`config.mk`:
```
export PLATFORM = sky130hd
export DESIGN_NAME = hazard_ctrl
export DESIGN_NICKNAME = d
export VERILOG_FILES = /design/src/rtl/hazard_ctrl.sv
export SDC_FILE = /design/constraint.sdc
export NUM_CORES = 1
export LEC_CHECK = 0
export ABC_AREA = 0
export CORE_ASPECT_RATIO = 2
export CORE_MARGIN = 2
export CORE_UTILIZATION = 51
export DETAILED_ROUTE_END_ITERATION = 7
export GPL_TIMING_DRIVEN = 0
export PLACE_DENSITY = 0.86
export SKIP_CTS_REPAIR_TIMING = 1
export SLEW_MARGIN = 10
export SYNTH_ARGS = -nofsm -noshare
export SYNTH_HDL_FRONTEND = slang
export SYNTH_SLANG_ARGS = --single-unit
```
`constraint.sdc`:
```
create_clock -name clk_i -period 3.4 [get_ports clk_i]
set_input_delay 0.51 -clock clk_i [delete_from_list [all_inputs] [get_ports clk_i]]
set_output_delay 0.51 -clock clk_i [all_outputs]
set_load 0.05 [all_outputs]
```
`src/rtl/hazard_ctrl.sv`:
```
// Purpose  : stall/flush/bubble control for the 5-stage core (mem freeze > load-use > taken-branch flush).
// Latency  : controls are combinational from state and inputs (same cycle); state and counters are registered.
// Backpress: MemStall_i freezes the whole pipe; a branch seen while frozen is held as a pending flush.
//
// Ports:
//   clk_i, rst_i          core clock, synchronous active-high reset
//   MemStall_i            data cache busy, freeze everything
//   IDEX_MemRead_i/Rd_i   load in EX and its destination register
//   IFID_Rs1_i/Rs2_i      source registers of the instruction in ID
//   BranchTaken_i         branch in ID resolved taken
//   PCWrite_o, IFID_Stall_o, IFID_Flush_o, IDEX_Bubble_o, PipeStall_o   pipeline controls
//   StallCnt_o, FlushCnt_o                                             saturating perf counters
module hazard_ctrl #(
  parameter int CNT_W = 16
) (
  input  logic             clk_i,
  input  logic             rst_i,
  input  logic             MemStall_i,
  input  logic             IDEX_MemRead_i,
  input  logic [4:0]       IDEX_Rd_i,
  input  logic [4:0]       IFID_Rs1_i,
  input  logic [4:0]       IFID_Rs2_i,
  input  logic             BranchTaken_i,
  output logic             PCWrite_o,
  output logic             IFID_Stall_o,
  output logic             IFID_Flush_o,
  output logic             IDEX_Bubble_o,
  output logic             PipeStall_o,
  output logic [CNT_W-1:0] StallCnt_o,
  output logic [CNT_W-1:0] FlushCnt_o
);

  typedef enum logic {
    ST_RUN    = 1'b0,
    ST_MSTALL = 1'b1
  } state_t;

  localparam logic [CNT_W-1:0] CNT_MAX = {CNT_W{1'b1}};

  state_t           r_state;
  state_t           w_next_state;
  logic             r_flush_pend;
  logic             w_next_pend;
  logic             w_lu;
  logic [CNT_W-1:0] r_stall_cnt;
  logic [CNT_W-1:0] r_flush_cnt;

  // x0 is hard-wired zero, so a load targeting it can never feed a consumer.
  assign w_lu = IDEX_MemRead_i && (IDEX_Rd_i != 5'd0) &&
                ((IDEX_Rd_i == IFID_Rs1_i) || (IDEX_Rd_i == IFID_Rs2_i));

  always_comb begin
    PCWrite_o     = 1'b0;
    IFID_Stall_o  = 1'b0;
    IFID_Flush_o  = 1'b0;
    IDEX_Bubble_o = 1'b0;
    PipeStall_o   = 1'b0;
    w_next_state  = r_state;
    w_next_pend   = r_flush_pend;

    if (!rst_i) begin
      // RUN and MSTALL share the same control decode: MSTALL only marks that
      // a freeze episode is in progress, the release cycle decodes like RUN.
      case (r_state)
        ST_RUN, ST_MSTALL: begin
          if (MemStall_i) begin
            PipeStall_o  = 1'b1;
            IFID_Stall_o = 1'b1;
            // Remember the branch; the flush is issued once the pipe moves.
            w_next_pend  = r_flush_pend | BranchTaken_i;
            w_next_state = ST_MSTALL;
          end else begin
            w_next_state = ST_RUN;
            if (w_lu) begin
              // Branch operands are stale while the load is outstanding, so
              // BranchTaken_i is ignored here; any older pending flush is kept.
              IFID_Stall_o  = 1'b1;
              IDEX_Bubble_o = 1'b1;
            end else if (BranchTaken_i || r_flush_pend) begin
              // A held branch plus a pending flush collapses into one flush.
              IFID_Flush_o = 1'b1;
              PCWrite_o    = 1'b1;
              w_next_pend  = 1'b0;
            end else begin
              PCWrite_o = 1'b1;
            end
          end
        end
        default: begin
          w_next_state = ST_RUN;
        end
      endcase
    end
  end

  always_ff @(posedge clk_i) begin
    if (rst_i) begin
      r_state      <= ST_RUN;
      r_flush_pend <= 1'b0;
    end else begin
      r_state      <= w_next_state;
      r_flush_pend <= w_next_pend;
    end
  end

  always_ff @(posedge clk_i) begin
    if (rst_i) begin
      r_stall_cnt <= '0;
      r_flush_cnt <= '0;
    end else begin
      if ((PipeStall_o || IDEX_Bubble_o) && (r_stall_cnt != CNT_MAX)) begin
        r_stall_cnt <= r_stall_cnt + 1'b1;
      end
      if (IFID_Flush_o && (r_flush_cnt != CNT_MAX)) begin
        r_flush_cnt <= r_flush_cnt + 1'b1;
      end
    end
  end

  assign StallCnt_o = r_stall_cnt;
  assign FlushCnt_o = r_flush_cnt;

endmodule

```
After elaboration in Yosys (flattened, before gate mapping)
Index checks and enable logic that the tools add are counted.
Storage, ports and cells
  output and inout bits: 37
  ROM bits: 0
  register bits after elaboration: 33
  bits in latches: 0
  memories kept: 0
  bits in writable memories: 0
  word-level logic and storage cells: 38
  input bits: 20
Cells by class
  order comparisons: 0
  muxes and demuxes: 17
  add/sub/neg operators: 2
  shift-type cells: 0
  bitwise gates (word level): 1
  reduce and logical (&&, ||, !) cells: 10
  $mul: 0
  eq/ne operators: 5
  divide/modulo/power cells: 0
Operator list (count)
  adder 16 x 1 -> 16 bit, second input constant: 2
  inequality test 16 bit, second input constant: 2
  2-to-1 mux 1 bit: 17
  == test 5 bit: 2
  nonzero test 5 bit: 1
  logical AND 1 bit: 4
  logical OR 1 bit: 3
  inequality test 2 bit, second input constant: 1
  AND reduction 2 bit: 1
  nonzero test 2 bit: 1
  bitwise OR 1 bit: 1

Longest topological paths before layout
  depth in word-level cells: 8
  gate-level depth with buffers: 7
  depth with buffers taken out: 7

Worst setup path before layout
No wires, ideal clock.
  path type: input port to output port
  start: input port IDEX_Rd_i[1]
  end: output port IFID_Flush_o
  buffers on the path: 1
  data required time: 2890 ps
  slack: -158 ps
  stages on the path: 5
  data arrival time: 3048 ps
  cell sequence: or4_4 > o21ai_4 > nor2_2 > buf_2 > nor4_1
On the way
  cells in the longest elaborated chain, start to end: 6
  elaborated cells between the ends (all ways): 9
  those cells by class: eq/ne (2); mux (3); reduce/logical (4)
Ends and longest elaborated chain
  from (decl): RTL line 20  | input logic [4:0] IDEX_Rd_i,
  == test 5 bit / nonzero test 5 bit (equally long branches): RTL line 50, 49
  logical OR 1 bit / logical AND 1 bit (equally long branches): RTL line 50, 49
  logical AND 1 bit (*): RTL line 49  | assign w_lu = IDEX_MemRead_i && (IDEX_Rd_i != 5'd0) &&
  2-to-1 mux 1 bit (*): RTL line 74  | if (w_lu) begin
  2-to-1 mux 1 bit (*): RTL line 66  | if (MemStall_i) begin
  2-to-1 mux 1 bit (*): RTL line 61  | if (!rst_i) begin
  to (decl): RTL line 26  | output logic IFID_Flush_o,
Every way passes the cells marked *; elsewhere a longest branch is shown, timed or not.

Worst setup path after layout
  start: input port IDEX_Rd_i[1]
  end: output port PCWrite_o
On the way
  cells in the longest elaborated chain, start to end: 6
  elaborated cells between the ends (all ways): 9
  those cells by class: eq/ne (2); mux (3); reduce/logical (4)
Ends and longest elaborated chain
  == test 5 bit / nonzero test 5 bit (equally long branches): RTL line 50, 49
  logical OR 1 bit / logical AND 1 bit (equally long branches): RTL line 50, 49
  logical AND 1 bit (*): RTL line 49
  2-to-1 mux 1 bit (*): RTL line 74
  2-to-1 mux 1 bit (*): RTL line 66
  2-to-1 mux 1 bit (*): RTL line 61
  to (decl): RTL line 24  | output logic PCWrite_o,
Marks and branches as above.

==> out/qor.yml <==
status: "finished clean"
antenna_found_initial: 0
cts_buffers: 5
power.share.sequential_pct: 47.7
synth-simple-area-share_pct: 28.90
grt_pass1_wl_mm: 8.901
worstSetupStartpointType: "primary input"
avgRoutedWirePerCell_um: 15.34
synth_xor_area_share_pct: 6.849
synth_area_um2: 1918
placed_cells: 327
end_kind: "output pin"
cp_data_arrival_time_ps: 2760
r2r_slack_ps: 1160
syn_avg_cell_area_um2: 8.601
drc: 0
vias_per_cell: 6.042
cp_max_fo: 10
start_util_pct: 53.17
power_uw: 831.6
criticalPathCategory: "in2out"
gp_congestion: 0.9210
htree_levels: 2
synth_nets: 245
synth_warnings: 0
root_buffer: "clkbuf_8"
synthMuxAreaShare_pct: 5.088
power.density_nw_per_um2: 315.0
rows: 31
drive_gt1_share_pct: 10.45
seq_area_frac_synth_pct: 34.44
ir_worst_vdd_uv: 206.3
drt_iter0_markers: 49
syn_inst: 223
vias: 2030
dr.pass1.iters: 4
ys_ff_latch: 33
synth_top_family_by_area: "simple AND/OR/NAND/NOR gates"
synth_compound_area_share_pct: 19.96
cts_tree: "yes"
max_freq_ghz: 0.3060
intPower_uw: 606.2
clock_sinks: 33
grtUsageTotal_pct: 27.24
pin_count: 57
fin_crit_sh_pct: 96.11
routed_wl_mm: 5.155
synth_edf_count: 0
hold_violations: 0
die_w_um: 47.37
die-area_um2: 4297
worst_pin_slew_ps: 939.6
max-cap-violations: 0
pwr-share-comb_pct: 15.9
finalSetupViolations: 0
timing.final.crit_period_ps: 3268
synthFlopType: "dfxtp_1"
clock_path_buffers: 2
slew_headroom_pct: 36.54
port_buffers: 55
yosys.area_share.adder_pct: 1.305
leakage_nw: 0.9112
drv_slew: 0
required_ps: 2890
insertion_delay_ps: 280
swShare_pct: 27.10
grt_pass1_vias: 2032
grt_max_degree: 11
netSwitchingPower_uw: 225.4
ant_nets: 0
gr-total-overflow: 0
synth_cell_type_count: 48
core_area_um2: 3607
die_y_um: 90.73
dpl.hpwl_mm: 3.921
area_growth_syn_to_layout_pct: 37.64
stdcell_count: 336
clkPwrFrac_pct: 36.4
async_flop_share_pct: 0
hold_class: "reg2reg"
rsz0062_at_grt: "no"
clkTransAtPathRegs_ps: 60
design.final.nets: 309
fin_worst_skew_ps: 6.516
antenna_cells: 0
[flip-flops by register name (all words and copies together) (netlist names)]
| signal | flops |
|---|---|
| StallCnt_o | 16 |
| FlushCnt_o | 16 |
| r_flush_pend | 1 |
[final cells by class]
class / count / area [um^2]
repair buffers: 57 / 568.0
inverters: 7 / 26.28
plain buffers: 8 / 40.04
clock buffers: 7 / 86.33
well taps: 49 / 61.31
multi-input cells: 175 / 1197
fillers: 285 / 967.2
flip-flops and latches: 33 / 660.6
[logic make-up after synthesis]
kind of cell | count (synthesis)
fa+ha+maj | 2
flops | 33
buf+inv | 15
xor+xnor | 15
mux | 9
compound gates | 49
simple gates | 100
[layout by cell type (no fill, tap or decap), drive strengths merged, types with 3 or more instances in the layout]
cell,count
or3,4
o211ai,3
dlymetal6s2s,3
nor2b,7
dfxtp,33
nor2,24
o21ai,5
buf,5
nand3,14
or4,9
mux2i,3
nand4,8
nand2,12
and3,3
xnor2,3
xor2,12
mux2,6
a21oi,10
clkdlybuf4s50,51
clkbuf,13
nor3,7
o31ai,11
nor4,6
inv,6
and4,4
[per-layer routing]
metal	vias to the layer above	part of all wire (%)	global-route usage, %
met3	16	4.6	4.000
met2	81	58	49.55
li1	970	-	-
met4	0	3.0	11.34
met1	963	35	27.79
met5	-	0	0
[worst max-delay path, cell delays in order]
cell	delay, ps
clkdlybuf4s50_1	470
or4_4	580
o21ai_4	310
nor2_2	110
buf_2	200
nor3_1	130
dlymetal6s2s_1	440
[power by group through the flow]
stage               clock [mW]  combinational [mW]  sequential [mW]
global route             0.321               0.141            0.398
detailed placement           0               0.131            0.406
CTS                      0.306               0.131            0.397
global placement             0               0.129            0.405
floorplan                    0              0.0632            0.419
finish                   0.303               0.132            0.397
[Yosys cell counts (all sizes together) (2+ instances only)]
cell type	number	area share, %
xnor2	3	1.4
ha	2	1.3
clkbuf	5	0.98
xor2	12	5.5
o21ai	5	1.9
or3	4	1.3
dfxtp	33	34
nand4	8	2.6
o211ai	3	1.2
o31a	2	0.91
a211o	2	0.91
buf	3	1.1
inv	6	1.2
nor4	6	2.3
mux2i	3	1.6
o41ai	2	0.91
o311ai	2	0.91
a31o	2	0.91
nor2b	7	2.3
nor3	7	2.3
o31ai	11	5.0
nor2	24	4.8
or4	9	3.7
o21a	2	0.78
and3	3	0.98
nand2	12	2.3
and4	4	1.8
nand3	14	3.7
mux2	6	3.5
a21oi	10	2.6
[worst paths after layout]
path                            cells past startpoint            from             to
worst max register to register                      6  StallCnt_o[11]  StallCnt_o[6]
worst min-delay path                                1    r_flush_pend   r_flush_pend
worst max-delay path                                7    IDEX_Rd_i[1]      PCWrite_o
worst min register to register                      1    r_flush_pend   r_flush_pend
[metrics by stage]
stage          hold slack [ps]  util [%]  setup slack [ps]  cell area, um^2  setup TNS, ps
2_1_floorplan            443.1         -             290.5             1924              0
3_3_place_gp             458.9     70.31            -369.8             2536         -796.2
3_5_place_dp             480.3     70.31            -367.0             2536         -807.2
4_1_cts                  499.3     72.70            -382.5             2623         -843.0
5_1_grt                  540.0     73.19             9.455             2640              0
6_report                 498.5     73.19             132.3             2640              0
Power figures use the tool's default switching activity.
